==> src/rtl/pipe_hazard_ctrl.sv <==
// In-order pipeline hazard controller: load-use stall, branch flush, data-memory wait/timeout.
// Zero-latency combinational controls from registered state; a stalled memory access freezes the whole pipe.
module pipe_hazard_ctrl #(
  parameter logic [7:0] MEM_TIMEOUT = 8'd255
) (
  input  logic        clk_i,
  input  logic        rst_i,
  input  logic        idex_memread_i,
  input  logic [4:0]  idex_rd_i,
  input  logic [4:0]  ifid_rs1_i,
  input  logic [4:0]  ifid_rs2_i,
  input  logic        ifid_uses_rs2_i,
  input  logic        branch_taken_i,
  input  logic        exmem_memreq_i,
  input  logic        dmem_ready_i,
  output logic        pc_write_o,
  output logic        ifid_write_o,
  output logic        ifid_flush_o,
  output logic        idex_flush_o,
  output logic        pipe_hold_o,
  output logic        dmem_req_o,
  output logic [1:0]  state_o,
  output logic        err_o,
  output logic [15:0] stall_cnt_o
);

  localparam logic [1:0] ST_RUN     = 2'd0;
  localparam logic [1:0] ST_MEMWAIT = 2'd1;
  localparam logic [1:0] ST_HALT    = 2'd2;

  logic [1:0]  state_q, state_d;
  logic [7:0]  wait_cnt_q, wait_cnt_d;
  logic        err_q, err_d;
  logic [15:0] stall_cnt_q, stall_cnt_d;
  logic        load_use;

  assign load_use = idex_memread_i && (idex_rd_i != 5'd0) &&
                    ((idex_rd_i == ifid_rs1_i) ||
                     (ifid_uses_rs2_i && (idex_rd_i == ifid_rs2_i)));

  always_comb begin
    pc_write_o   = 1'b1;
    ifid_write_o = 1'b1;
    ifid_flush_o = 1'b0;
    idex_flush_o = 1'b0;
    pipe_hold_o  = 1'b0;
    dmem_req_o   = exmem_memreq_i;
    state_d      = state_q;
    wait_cnt_d   = wait_cnt_q;
    err_d        = err_q;

    case (state_q)
      ST_RUN: begin
        // Priority: memory stall, then branch redirect, then load-use bubble.
        if (exmem_memreq_i && !dmem_ready_i) begin
          pc_write_o   = 1'b0;
          ifid_write_o = 1'b0;
          pipe_hold_o  = 1'b1;
          state_d      = ST_MEMWAIT;
          wait_cnt_d   = 8'd1;
        end else if (branch_taken_i) begin
          ifid_flush_o = 1'b1;
          idex_flush_o = 1'b1;
        end else if (load_use) begin
          pc_write_o   = 1'b0;
          ifid_write_o = 1'b0;
          idex_flush_o = 1'b1;
        end
      end

      ST_MEMWAIT: begin
        // Ready wins over timeout; branch and load-use are ignored while waiting.
        if (dmem_ready_i) begin
          state_d    = ST_RUN;
          wait_cnt_d = 8'd0;
        end else begin
          pc_write_o   = 1'b0;
          ifid_write_o = 1'b0;
          pipe_hold_o  = 1'b1;
          if (wait_cnt_q == MEM_TIMEOUT) begin
            state_d = ST_HALT;
            err_d   = 1'b1;
          end else begin
            wait_cnt_d = wait_cnt_q + 8'd1;
          end
        end
      end

      ST_HALT: begin
        pc_write_o   = 1'b0;
        ifid_write_o = 1'b0;
        pipe_hold_o  = 1'b1;
        dmem_req_o   = 1'b0;
      end

      default: begin
        state_d    = ST_RUN;
        wait_cnt_d = 8'd0;
      end
    endcase
  end

  always_comb begin
    stall_cnt_d = stall_cnt_q;
    if (!pc_write_o && (stall_cnt_q != 16'hFFFF)) begin
      stall_cnt_d = stall_cnt_q + 16'd1;
    end
  end

  always_ff @(posedge clk_i or posedge rst_i) begin
    if (rst_i) begin
      state_q     <= ST_RUN;
      wait_cnt_q  <= 8'd0;
      err_q       <= 1'b0;
      stall_cnt_q <= 16'd0;
    end else begin
      state_q     <= state_d;
      wait_cnt_q  <= wait_cnt_d;
      err_q       <= err_d;
      stall_cnt_q <= stall_cnt_d;
    end
  end

  assign state_o     = state_q;
  assign err_o       = err_q;
  assign stall_cnt_o = stall_cnt_q;

endmodule

==> config.mk <==
export PLATFORM = sky130hd
export DESIGN_NAME = pipe_hazard_ctrl
export DESIGN_NICKNAME = d
export VERILOG_FILES = /design/src/rtl/pipe_hazard_ctrl.sv
export SDC_FILE = /design/constraint.sdc
export NUM_CORES = 1
export LEC_CHECK = 0
export ABC_AREA = 0
export BUFFER_PORTS_ARGS = -buffer_cell sky130_fd_sc_hd__buf_2
export CAP_MARGIN = 20
export CORE_MARGIN = 1
export CORE_UTILIZATION = 55
export CTS_CLUSTER_SIZE = 20
export DETAILED_ROUTE_END_ITERATION = 6
export PLACE_DENSITY_LB_ADDON = 0.08
export SYNTH_ARGS = -nofsm -noshare
export SYNTH_HDL_FRONTEND = slang
export SYNTH_SLANG_ARGS = --single-unit
==> constraint.sdc <==
create_clock -name clk_i -period 3.64 [get_ports clk_i]
set_input_delay 0.546 -clock clk_i [delete_from_list [all_inputs] [get_ports clk_i]]
set_output_delay 0.546 -clock clk_i [all_outputs]
set_load 0.005 [all_outputs]
==> run metrics, run 1 <==
Clock Latency Late Sink 0.33 ns; RSZ-0062 raised after global routing false; IO Count 47; top-count cell post-synth dfrtp_1; crit path from idex_rd_i[1]; WP data arrival 1.89 ns; first-pass GRT wire length 4767 um; Yosys reg bits 27; Num CTS Buffers 3; antenna violations before repair 0; Final ANT Viol Nets 0; DRC viols 0; met2 wire len 1579 um; Area contributors post-synth dfrtp_1 43%, xnor2_1 11%, nand2_1 4.3%; Max Clk Rate 410.3 MHz; total track usage 0.2238; syn_nets 182; vias per inst 5.481; ys flop type dfrtp_1; placed cell area 1803 sq um; CTS Buffer Depth 2; diodes inserted 0; Post-synth EDFFs 0; drt pass-1 iters 4; max cap viols 0; Tmin final 2.437 ns; Worst-Margin Slew 0.6399 ns; R2R Setup Slk 1.59 ns; commonest cells in the netlist 27 x dfrtp_1, 20 x xnor2_1, 18 x nand2_1, 9 x nand4_1, 9 x o21ai_0; max_slew headroom 0.5689; htree depth 1; Hold Slack 0.1797 ns; Yosys warnings 0; Initial Utilization 0.6053; Core ar. 2567 sq um; Max IR drop VDD 0.3590 mV; post-cts sizing count 0; Die Wd 55.16 um; postcts setup bufs 0; top-area cell type share of the netlist area 0.4348; Fin. Hold Viols 0; skew final 0.007849 ns; final net count 232; Reg clk slew, reported paths 0.14 ns; RR Endpoint stall_cnt_o[15]; GRT overflow 0; Post-synth ARST share 1.000; synth unique cells 41; IO buf count 46; largest net degree at the start of global routing 28; Static Leak 0.8985 nW; CTS root buf clkbuf_4; RR Startpoint stall_cnt_o[0]; vias 1299; Hold/Removal Path Class input pin to asynchronous set/reset pin; setup ws final 1.203 ns; Power Density 369.7 nW/um^2; Top Layer Used met4; final slew viol count 0; DPL Wire Length 2464 um; mapped cell area 1554 sq um; Period Utilization, post-route 0.6695; # rows 18; area delta synth->final 19.57%; cts-stage hold buffer count 0; vias in the first global route 1168; TritonCTS clock tree built; Critical Path RT 3.09 ns; DRT iter0 DRCs 22; sequential share of the synthesized area 0.4348; CP Capture Type primary output; total die area 3042 sq um; layout cells sized above 1 0.3140; status complete, no violations; worst-path fanout max 4; pre-CTS setup slack 1.191 ns; Chip Height 55.16 um; drt total wl 3203 um; final setup fails 0; routed wl met3 142 um; crit path launch type input pin; R2R cell count 7; wl on met1 1439 um; DR WL/cell 13.51 um; Yosys top cell by area dfrtp_1; routability congestion estimate 0.7378; Post-Layout Inst Area 1858 sq um; Setup CP Type input pin to primary output; clk sinks 27; Syn Area/Cell 9.835 sq um; Syn Inst Count 158; setup TNS 0 ns
registers in the layout, summed over array words and instances (netlist names):
register / count
err_o: 1
state_o: 2
wait_cnt_q: 8
stall_cnt_o: 16
power by group:
group	switching (W)	internal (W)
Sequential	0.0000490	0.000337
Clock	0.0000886	0.0000413
Combinational	0.0000806	0.0000903
Total	0.000218	0.000469
cell usage in the layout (no fill, tap or decap), types with 4 or more instances in the layout:
| cell | count |
|---|---|
| nand2_1 | 18 |
| o21ai_0 | 9 |
| nand3_1 | 6 |
| inv_1 | 6 |
| nor3_1 | 4 |
| xor2_1 | 6 |
| dfrtp_1 | 27 |
| buf_2 | 46 |
| nand4_1 | 9 |
| xnor2_1 | 20 |
| nor2_1 | 8 |
critical path: stages:
cell and delay [ns]:
buf_2 0.12, xnor2_1 0.16, nand4_1 0.12, o22ai_1 0.47
o211ai_1 0.16, a21boi_0 0.18, buf_2 0.13
layer usage:
| layer | GRT usage | vias to the layer above |
|---|---|---|
| li1 | - | 657 |
| met5 | 0 | - |
| met1 | 0.2653 | 605 |
| met4 | 0.1000 | 0 |
| met2 | 0.3936 | 31 |
| met3 | 0.03825 | 6 |
how the worst max path moves through the flow:
| stage | end | slack [ns] | depth (start not counted) |
|---|---|---|---|
| finish | idex_flush_o | 1.20 | 7 |
| global route | idex_flush_o | 0.98 | 7 |
| CTS | idex_flush_o | 1.18 | 7 |
| detailed placement | idex_flush_o | 1.19 | 7 |
| global placement | idex_flush_o | 1.27 | 7 |
| floorplan | pc_write_o | 1.42 | 4 |
area by class of cell:
cell class              instances  area [sq um]
clock inverters                 1         5.005
flip-flops and latches         27         675.6
clock buffers                   3         22.52
well taps                      30         37.54
repair buffers                 47         257.7
multi-input cells             123         837.1
inverters                       6         22.52
fillers                       202         709.4
kinds of logic (layout without fill, tap and decap cells):
kind of cell             count (synthesis)  after routing  synth area share
multiplexers                             3              3           0.02093
AO/OA/AOI/OAI                           26             26            0.1264
buffers and inverters                    8             57           0.02657
AND/OR/NAND/NOR                         66             66            0.2287
adder cells (fa/ha/maj)                  2              2           0.01610
flip-flops                              27             27            0.4348
XOR/XNOR                                26             26            0.1465
through the flow:
stage | total power, W | instances | utilization
final | 0.0006869 | 237 | 0.7237
after floorplan | 0.0004851 | 158 | -
after CTS | 0.0006884 | 236 | 0.7130
after global placement | 0.0005493 | 232 | 0.7022
after detailed placement | 0.0005602 | 232 | 0.7022
after global routing | 0.0007235 | 237 | 0.7237
Note: power is estimated with default switching activity, not from simulation.
==> run 2: changes to the inputs <==
CORE_UTILIZATION = 46   (was 55)
clock period = 2 ns   (was 3.64 ns; I/O delays follow)
==> run metrics, run 2 (synthesized netlist as in run 1, its figures left out) <==
CTS Buffer Depth 2 (unchanged); worst-path fanout max 4 (unchanged); final setup fails 0 (unchanged); final core occ 0.6400 (was 0.7237); CTS root buf clkbuf_4 (unchanged); # rows 20 (was 18); routability congestion estimate 0.7995 (was 0.7378); DRC viols 0 (unchanged); IO Count 47 (unchanged); Die Wd 60.12 um (was 55.16 um); Clock Latency Late Sink 0.34 ns (was 0.33 ns); RSZ-0062 raised after global routing false (unchanged); worst path buffer plus inverter count 2 (unchanged); WP data arrival 1.61 ns (was 1.89 ns); RR Endpoint stall_cnt_o[9] (was stall_cnt_o[15]); IO buf count 46 (unchanged); worst hold endpoint state_o[0]; multi-input gate area in the final layout 849.6 sq um (was 837.1 sq um); clk sinks 27 (unchanged); Largest register FFs 16 (unchanged); fill cell count 266 (was 202); delay of the slowest critical-path stage 0.52 ns (was 0.47 ns); total track usage 0.2041 (was 0.2238); RR Startpoint stall_cnt_o[0] (unchanged); Worst-Margin Slew 0.3556 ns (was 0.6399 ns); Largest delay share family, worst path simple AND/OR/NAND/NOR gates (was compound AO/OA/AOI/OAI gates); DPL Wire Length 2554 um (was 2464 um); GRT overflow 0 (unchanged); commonest non-fill, non-tap cell in the layout buf_2 (unchanged); drt pass-1 iters 4 (unchanged); Hold Startpoint dmem_ready_i; max cap viols 0 (unchanged); Hold/Removal Path Class input pin to flop (was input pin to asynchronous set/reset pin); largest net degree at the start of global routing 28 (unchanged); R2R Setup Slk 0.14 ns (was 1.59 ns); CP Capture Type primary output (unchanged); Tmin final 1.907 ns; antenna violations before repair 0 (unchanged); Chip Height 60.12 um (was 55.16 um); most frequent cells in the layout 46 x buf_2, 25 x dfrtp_1, 20 x xnor2_1, 18 x nand2_1, 16 x buf_4 (was 46 x buf_2, 27 x dfrtp_1, 20 x xnor2_1, 18 x nand2_1); Reg clk slew, reported paths 0.15 ns (was 0.14 ns); vias per inst 5.261 (was 5.481); Num CTS Buffers 3 (unchanged); area delta synth->final 28.82% (was 19.57%); crit path launch type input pin (unchanged); final net count 249 (was 232); drt total wl 3405 um (was 3203 um); total die area 3614 sq um (was 3042 sq um); vias in the first global route 1293 (was 1168); Max IR drop VDD 0.2909 mV (was 0.3590 mV); R2R cell count 7 (unchanged); register area 678.2 sq um (was 675.6 sq um); final slew viol count 0 (unchanged); status complete, no violations (unchanged); Fin. Hold Viols 0 (unchanged); Power Density 668.0 nW/um^2 (was 369.7 nW/um^2); max_slew headroom 0.7629 (was 0.5689); vias 1410 (was 1299); first-pass GRT wire length 5623 um (was 4767 um); Hold Path Stages 3; Max Clk Rate 524.4 MHz; setup TNS 0 ns (unchanged); DRT iter0 DRCs 107 (was 22); skew final 0.009773 ns (was 0.007849 ns); Static Leak 0.9712 nW (was 0.8985 nW); layout cells sized above 1 0.3795 (was 0.3140); critical path, cell by cell buf_2, or4_4, o2111a_2, a21oi_2, buf_2 (was buf_2, xnor2_1, nand4_1, o22ai_1, o211ai_1, a21boi_0, buf_2); Setup CP Type input pin to primary output (unchanged); Final ANT Viol Nets 0 (unchanged); Most common cell on crit path buf_2 (unchanged); diodes inserted 0 (unchanged); Critical Path RT 1.70 ns (was 3.09 ns); Core ar. 3128 sq um (was 2567 sq um); TritonCTS clock tree built (unchanged); DR WL/cell 12.71 um (was 13.51 um); Worst path slowest cell or4_4 (was o22ai_1); Period Utilization, post-route 0.9535; Initial Utilization 0.4968 (was 0.6053); htree depth 1 (unchanged)
==> run 2: metrics by stage <==
step | cell area (sq um) | setup slack [ns] | cells | hold WS [ns] | total power [W]
floorplan | 1554 | 0.1738 | 158 | 0.3527 | 0.0008830
global placement | 1903 | 0.05023 | 257 | 0.3787 | 0.001053
detailed placement | 1903 | 0.009243 | 257 | 0.3816 | 0.001074
CTS | 1951 | 0.01869 | 262 | 0.2734 | 0.001339
global route | 2002 | 0.01892 | 268 | 0.2790 | 0.001425
finish | 2002 | 0.09301 | 268 | 0.2742 | 0.001337
==> run 2: power by group <==
group	switching (W)	internal, W
Sequential	0.0000656	0.000614
Clock	0.000182	0.0000818
Combinational	0.000187	0.000207
Total	0.000435	0.000903
==> run 2: layout make-up <==
type                    count  area share
multi-input cells         123      0.4244
flip-flops and latches     27      0.3387
repair buffers             64      0.1825
well taps                  44     0.02750
clock buffers               3     0.01125
inverters                   6     0.01125
clock inverters             1    0.004375
==> run 2: worst min-delay path, stage by stage <==
cell      delay, ns
buf_2          0.10
or2_2          0.14
a211oi_1       0.05
==> run 2: per-layer routing <==
layer  up-vias  GRT usage  part of all wire  routed length [um]
met1       694     0.2582              0.43                1481
met3         2    0.03030             0.022                  75
li1        691          -                 -                   -
met5         -          0                 0                   0
met4         0    0.05316            0.0062                  21
met2        23     0.3595              0.54                1825
==> run 2: worst max-delay path by stage <==
stage	from	to	slack, ns	cells after the start
after floorplan	stall_cnt_o[0]	stall_cnt_o[13]	0.17	7
after global routing	state_o[1]	pc_write_o	0.02	5
after CTS	stall_cnt_o[0]	stall_cnt_o[9]	0.02	7
final	idex_rd_i[2]	pc_write_o	0.09	5
after global placement	idex_rd_i[2]	stall_cnt_o[15]	0.05	7
after detailed placement	idex_rd_i[2]	stall_cnt_o[13]	0.009	7
==> run 2: timing repair <==
action | CTS | global route
setup buffers | 0 | 6
pin swaps | 0 | 3
hold buffers | 1 | 0
gates resized for setup | 1 | 3
setup endpoints to repair | 1 | 9
endpoints found under the hold margin | 21 | 0
